==> config.mk <==
export PLATFORM = sky130hd
export DESIGN_NAME = cache_line_xfer_ctrl
export DESIGN_NICKNAME = d
export VERILOG_FILES = /design/src/rtl/cache_line_xfer_ctrl.sv
export SDC_FILE = /design/constraint.sdc
export NUM_CORES = 2
export LEC_CHECK = 0
export BUFFER_PORTS_ARGS = -buffer_cell sky130_fd_sc_hd__buf_4
export CAP_MARGIN = 40
export CELL_PAD_IN_SITES_DETAIL_PLACEMENT = 1
export CELL_PAD_IN_SITES_GLOBAL_PLACEMENT = 1
export CORE_AREA = 2 2 481 483
export DETAILED_ROUTE_END_ITERATION = 16
export DIE_AREA = 0 0 483 485
export MAX_ROUTING_LAYER = met4
export PLACE_DENSITY_LB_ADDON = 0.1
export RECOVER_POWER = 25
export SLEW_MARGIN = 20
export SYNTH_ARGS = -nofsm -noshare
export SYNTH_HDL_FRONTEND = slang
export SYNTH_SLANG_ARGS = --single-unit
==> constraint.sdc <==
create_clock -name clk -period 6.5 [get_ports clk]
set_input_delay 0.65 -clock clk [delete_from_list [all_inputs] [get_ports clk]]
set_output_delay 0.65 -clock clk [all_outputs]
set_load 0.02 [all_outputs]
==> src/rtl/cache_line_xfer_ctrl.sv <==
// Owns the 4B memory port for one 64B miss: optional 16-word writeback, then 16-word refill.
// Define CACHE_LINE_XFER_CTRL_CRIT_WORD_EN for critical-word-first refill with crit_val/crit_data.
module cache_line_xfer_ctrl #(
  parameter int unsigned NUM_WORDS       = 16,
  parameter int unsigned MAX_OUTSTANDING = 4
) (
  input  logic         clk,
  input  logic         reset,
  input  logic         req_val,
  output logic         req_rdy,
  input  logic         req_evict,
  input  logic [31:0]  req_victim_addr,
  input  logic [511:0] req_victim_data,
  input  logic [31:0]  req_refill_addr,
  output logic         resp_val,
  input  logic         resp_rdy,
  output logic [511:0] resp_data,
  output logic         memreq_val,
  input  logic         memreq_rdy,
  output logic [76:0]  memreq_msg,
  input  logic         memresp_val,
  output logic         memresp_rdy,
  input  logic [46:0]  memresp_msg,
`ifdef CACHE_LINE_XFER_CTRL_CRIT_WORD_EN
  output logic         crit_val,
  output logic [31:0]  crit_data,
`endif
  output logic         busy
);
  localparam int unsigned CNT_W  = 5;
  localparam int unsigned IDX_W  = 4;
  localparam int unsigned LINE_W = 26;
  localparam logic [CNT_W-1:0] WORDS   = CNT_W'(NUM_WORDS);
  localparam logic [CNT_W-1:0] MAX_OUT = CNT_W'(MAX_OUTSTANDING);

  typedef struct packed {
    logic [2:0]  msg_type;
    logic [7:0]  opaque;
    logic [31:0] addr;
    logic [1:0]  len;
    logic [31:0] data;
  } mem_req_4b_t;

  typedef struct packed {
    logic [2:0]  msg_type;
    logic [7:0]  opaque;
    logic [1:0]  test;
    logic [1:0]  len;
    logic [31:0] data;
  } mem_resp_4b_t;

  typedef enum logic [2:0] {IDLE, WB_REQ, WB_WAIT, RF_REQ, RF_WAIT, DONE} state_t;

  state_t             state;
  logic [CNT_W-1:0]   issue_cnt;
  logic [CNT_W-1:0]   ack_cnt;
  logic [CNT_W-1:0]   issue_nxt;
  logic [CNT_W-1:0]   ack_nxt;
  logic [CNT_W-1:0]   outstanding;
  logic [LINE_W-1:0]  victim_line;
  logic [LINE_W-1:0]  refill_line;
  logic [511:0]       victim_data;
  logic [511:0]       line_buf;
  logic [IDX_W-1:0]   req_idx;
  logic [IDX_W-1:0]   resp_word;
  logic               req_fire;
  logic               resp_fire;
  logic               wr_phase;
  logic               rf_phase;
  mem_req_4b_t        req_msg;
  mem_resp_4b_t       resp;
  logic               unused_bits;
`ifdef CACHE_LINE_XFER_CTRL_CRIT_WORD_EN
  logic [IDX_W-1:0]   crit_word;
`endif

  assign resp      = memresp_msg;
  assign resp_word = resp.opaque[IDX_W-1:0];
  assign req_fire  = memreq_val & memreq_rdy;
  assign resp_fire = memresp_val & memresp_rdy;
  assign issue_nxt = issue_cnt + CNT_W'(req_fire);
  assign ack_nxt   = ack_cnt + CNT_W'(resp_fire);
  assign outstanding = issue_cnt - ack_cnt;
  assign wr_phase  = (state == WB_REQ);
  assign rf_phase  = (state == RF_REQ) || (state == RF_WAIT);
  assign resp_data = line_buf;
  assign unused_bits = ^{resp.msg_type, resp.opaque[7:IDX_W], resp.test, resp.len,
                         req_victim_addr[5:0], req_refill_addr[5:0]};

  // Word index of the next request; refill may start at the critical word and wrap.
  always_comb begin
    req_idx = issue_cnt[IDX_W-1:0];
`ifdef CACHE_LINE_XFER_CTRL_CRIT_WORD_EN
    if (!wr_phase) req_idx = crit_word + issue_cnt[IDX_W-1:0];
`endif
  end

  // Request path depends only on registers, never on memreq_rdy.
  always_comb begin
    req_msg          = '0;
    req_msg.msg_type = wr_phase ? 3'd1 : 3'd0;
    req_msg.opaque   = {4'b0, req_idx};
    req_msg.addr     = {(wr_phase ? victim_line : refill_line), req_idx, 2'b00};
    req_msg.len      = 2'd0;
    req_msg.data     = wr_phase ? victim_data[{req_idx, 5'b0} +: 32] : 32'd0;
  end

  assign memreq_msg = req_msg;
  assign memreq_val = ((state == WB_REQ) || (state == RF_REQ)) &&
                      (issue_cnt < WORDS) && (outstanding < MAX_OUT);

`ifdef CACHE_LINE_XFER_CTRL_CRIT_WORD_EN
  assign crit_data = line_buf[{crit_word, 5'b0} +: 32];
`endif

  always_ff @(posedge clk) begin
    if (reset) begin
      state       <= IDLE;
      issue_cnt   <= '0;
      ack_cnt     <= '0;
      victim_line <= '0;
      refill_line <= '0;
      victim_data <= '0;
      line_buf    <= '0;
      req_rdy     <= 1'b1;
      resp_val    <= 1'b0;
      memresp_rdy <= 1'b0;
      busy        <= 1'b0;
`ifdef CACHE_LINE_XFER_CTRL_CRIT_WORD_EN
      crit_word   <= '0;
      crit_val    <= 1'b0;
`endif
    end else begin
      issue_cnt <= issue_nxt;
      ack_cnt   <= ack_nxt;
      // Read responses may return in any order; opaque carries the word slot.
      if (resp_fire && rf_phase) line_buf[{resp_word, 5'b0} +: 32] <= resp.data;
`ifdef CACHE_LINE_XFER_CTRL_CRIT_WORD_EN
      crit_val <= resp_fire && rf_phase && (resp_word == crit_word);
`endif
      case (state)
        IDLE: begin
          if (req_val) begin
            victim_line <= req_victim_addr[31:6];
            refill_line <= req_refill_addr[31:6];
            victim_data <= req_victim_data;
`ifdef CACHE_LINE_XFER_CTRL_CRIT_WORD_EN
            crit_word   <= req_refill_addr[5:2];
`endif
            issue_cnt   <= '0;
            ack_cnt     <= '0;
            state       <= req_evict ? WB_REQ : RF_REQ;
            req_rdy     <= 1'b0;
            busy        <= 1'b1;
            memresp_rdy <= 1'b1;
          end
        end
        WB_REQ:  if (issue_nxt == WORDS) state <= WB_WAIT;
        WB_WAIT: begin
          if (ack_nxt == WORDS) begin
            state     <= RF_REQ;
            issue_cnt <= '0;
            ack_cnt   <= '0;
          end
        end
        RF_REQ:  if (issue_nxt == WORDS) state <= RF_WAIT;
        RF_WAIT: begin
          if (ack_nxt == WORDS) begin
            state       <= DONE;
            resp_val    <= 1'b1;
            memresp_rdy <= 1'b0;
          end
        end
        DONE: begin
          if (resp_rdy) begin
            state    <= IDLE;
            resp_val <= 1'b0;
            req_rdy  <= 1'b1;
            busy     <= 1'b0;
          end
        end
        default: state <= IDLE;
      endcase
    end
  end
endmodule
==> flow_summary.yaml <==
final_layout:
  mostFrequentLayoutCell: "nand2_1"
  layout.nets: 6512
  area_delta_synth_final_pct: 34.8
  nFillCells: 26796
  drive_above_1_share: 0.212
  final_cell_mix: "nand2_1, dfxtp_1, buf_4, a21oi_1, clkbuf_1"
  ff_latch_area_um2: 21900
  final_util: 0.255
  multiInputGateArea_um2: 19700
cts:
  tritoncts: "yes"
  cts_buffers: 145
  htreeDepth: 4
  postCtsSetupRepairBufs: 0
  root_buffer: "clkbuf_16"
  clk_pin_slew_ns: 0.06
  cts_buffer_depth: 3
  clk_latency_ns: 0.79
  cts_num_sinks: 1093
floorplanning:
  die_area_um2: 234000
  num_rows: 176
  ios: 1224
  die-height_um: 485
  core_um2: 229000
  initial_utilization: 0.189
  die_w_um: 483
setup_path:
  path_common_cell: "mux4_2"
  critical_path.max_fanout: 81
  crit_path_start: "issue_cnt[1]"
  reg2regPathDepth: 12
  critical-path-top-delay-family: "multiplexers"
  slowest_stage: "dfxtp_4"
  crit_chain: "buf_12, mux4_2, mux4_2, and2_1, buf_4"
  worstReg2RegEnd: "state[1]"
  cp_data_arrival_time_ns: 3.80
  end_kind: "output pin"
  path_class: "reg -> out"
  cpPeakStageDelay_ns: 0.76
  start_kind: "flop"
  timing.critical_path.buf_inv: 2
  required_ns: 5.85
  r2r-start: "issue_cnt[1]"
  reg2reg_slack_ns: 2.99
route:
  drt_iter0_drc: 2227
  route.detailed.drc: 0
  finalWirelength_um: 253000
  wl_per_cell_um: 27.9
  drtPass1Iterations: 5
  via_count: 39952
  postRouteAntennaNets: 0
  via_per_inst: 4.40
timing:
  slew_viol_final: 0
  setup_viol: 0
  max_freq_mhz: 224
  layout_min_cycle_time_ns: 4.45
  rsz0062_at_grt: "false"
  finalClockSkew_ns: 0.0397
  period_share: 0.685
  worst_pin_slew_ns: 1.32
  hold_viol_final: 0
  slew_headroom: 0.122
  setup_tns_ns: 0
power_and_ir_drop:
  p_seq_frac: 0.395
  clkPwrFrac: 0.398
  power.density_nw_per_um2: 339
  power_frac_comb: 0.207
  ir_worst_vdd_mv: 0.278
  p_int_w: 0.0135
  switching_share: 0.321
  total_power_w: 0.0198
  p_leak_nw: 23.8
  power.switching_w: 0.00638
min_path:
  hold_path_depth: 3
  hp-start: "req_victim_data[346]"
  hold_class: "in -> reg"
  hold_end: "victim_data[346]"
logic_synthesis:
  synth_seq_area_share: 0.504
  ys_seq_elements: 1093
  async_reset_ff_frac: 0
  syn-instance-count: 4902
  syn_area_per_cell_um2: 8.85
  synth_cell_type_count: 50
  netlist_area_um2: 43400
  synth_edf_count: 0
  yosysWarnings: 0
  synth-main-ff-cell: "dfxtp_1"
global_route:
  track_usage: 0.216
  gr-total-overflow: 0
  antenna_found_initial: 134
  grt_max_degree: 207
  grt_pass1_wl_um: 345000
  grt_pass1_vias: 40334
placement:
  place_hpwl_um: 185000
  portBuffers: 1190
  gp_congestion: 0.814
outcome:
  status: "finished, final reports clean"
flow_run:
  max-cap-violations: 0
metal layers:
metal,track usage,vias to the layer above,part of all wire
met5,-,-,0
met3,0.0636,350,0.068
met1,0.263,20055,0.43
met2,0.334,1197,0.47
li1,-,18350,-
met4,0.0836,0,0.031
worst max-delay path by stage:
stage	endpoint	slack, ns	depth (start not counted)
floorplan	state[1]	3.04	14
detailed placement	memreq_msg[31]	2.86	5
finish	memreq_msg[0]	2.05	5
global route	memreq_msg[0]	1.94	5
CTS	memreq_msg[31]	1.94	5
global placement	memreq_msg[0]	2.65	5
cell families (layout without fill, tap and decap cells):
kind of cell,Yosys count,count (layout),share of synthesized area
and+or+nand+nor,2040,2040,0.187
DFF,1093,1093,0.504
other,1,85,0.0000865
muxes,538,538,0.171
AOI/OAI and AO/OA,755,755,0.0891
buffers and inverters,456,1515,0.0438
xor gates and xnor gates,9,9,0.00182
adders and majority gates,10,10,0.00288
tightest hold or removal path: cells and delay by family:
kind,cells,cell delay (ns)
and+or+nand+nor,1,0.05
AOI/OAI and AO/OA,1,0.05
buffers and inverters,1,0.11
metrics by stage:
| stage | instance area (µm²) | std cells | worst slack, ns | hold slack, ns |
|---|---|---|---|---|
| floorplan | 43400 | 4911 | 3.04 | 0.433 |
| global placement | 55000 | 8736 | 2.65 | 0.439 |
| detailed placement | 55200 | 8747 | 2.86 | 0.446 |
| CTS | 59800 | 8994 | 1.94 | 0.0000702 |
| global route | 58400 | 9063 | 1.94 | 0.0417 |
| finish | 58500 | 9071 | 2.05 | 0.103 |
repair_timing:
action	in CTS	in global routing
endpoints found under the setup margin	0	0
hold endpoints to repair	2	0
hold buffers	2	0
resized for setup	0	0
cell type report:
| class | count | share of cell area |
|---|---|---|
| inverter | 11 | 0.000706 |
| clock inverter | 24 | 0.00488 |
| tap | 3026 | 0.0648 |
| antenna | 75 | 0.00321 |
| clock buffer | 221 | 0.0727 |
| sequential | 1093 | 0.374 |
| multi-input combinational | 3362 | 0.337 |
| timing repair buffer | 1259 | 0.143 |
Yosys cell counts, types with 20 or more instances:
cell type / n / share of area
nand2_1: 1394 / 0.12
dfxtp_1: 1093 / 0.50
a21oi_1: 734 / 0.085
nor2_1: 426 / 0.037
clkbuf_1: 354 / 0.031
mux2i_1: 351 / 0.081
mux4_2: 160 / 0.083
nand3_1: 137 / 0.016
buf_2: 40 / 0.0046
and2_1: 33 / 0.0048
mux2_2: 27 / 0.0070
buf_4: 25 / 0.0043
buf_1: 20 / 0.0017
power by group through the flow:
stage / logic, W / clock network [W] / registers (W)
detailed placement: 0.00424 / 0 / 0.00798
floorplan: 0.00251 / 0 / 0.00781
CTS: 0.00425 / 0.00818 / 0.00784
global route: 0.00455 / 0.00843 / 0.00793
finish: 0.00411 / 0.00789 / 0.00784
global placement: 0.00414 / 0 / 0.00799
state kept, by name, indices dropped and copies added, names as in the netlist:
| signal | count |
|---|---|
| ack_cnt | 5 |
| busy | 1 |
| issue_cnt | 5 |
| memresp_rdy | 1 |
| refill_line | 26 |
| req_rdy | 1 |
| resp_data | 512 |
| resp_val | 1 |
| state | 3 |
| victim_data | 512 |
| victim_line | 26 |
Note: power is estimated with default switching activity, not from simulation.
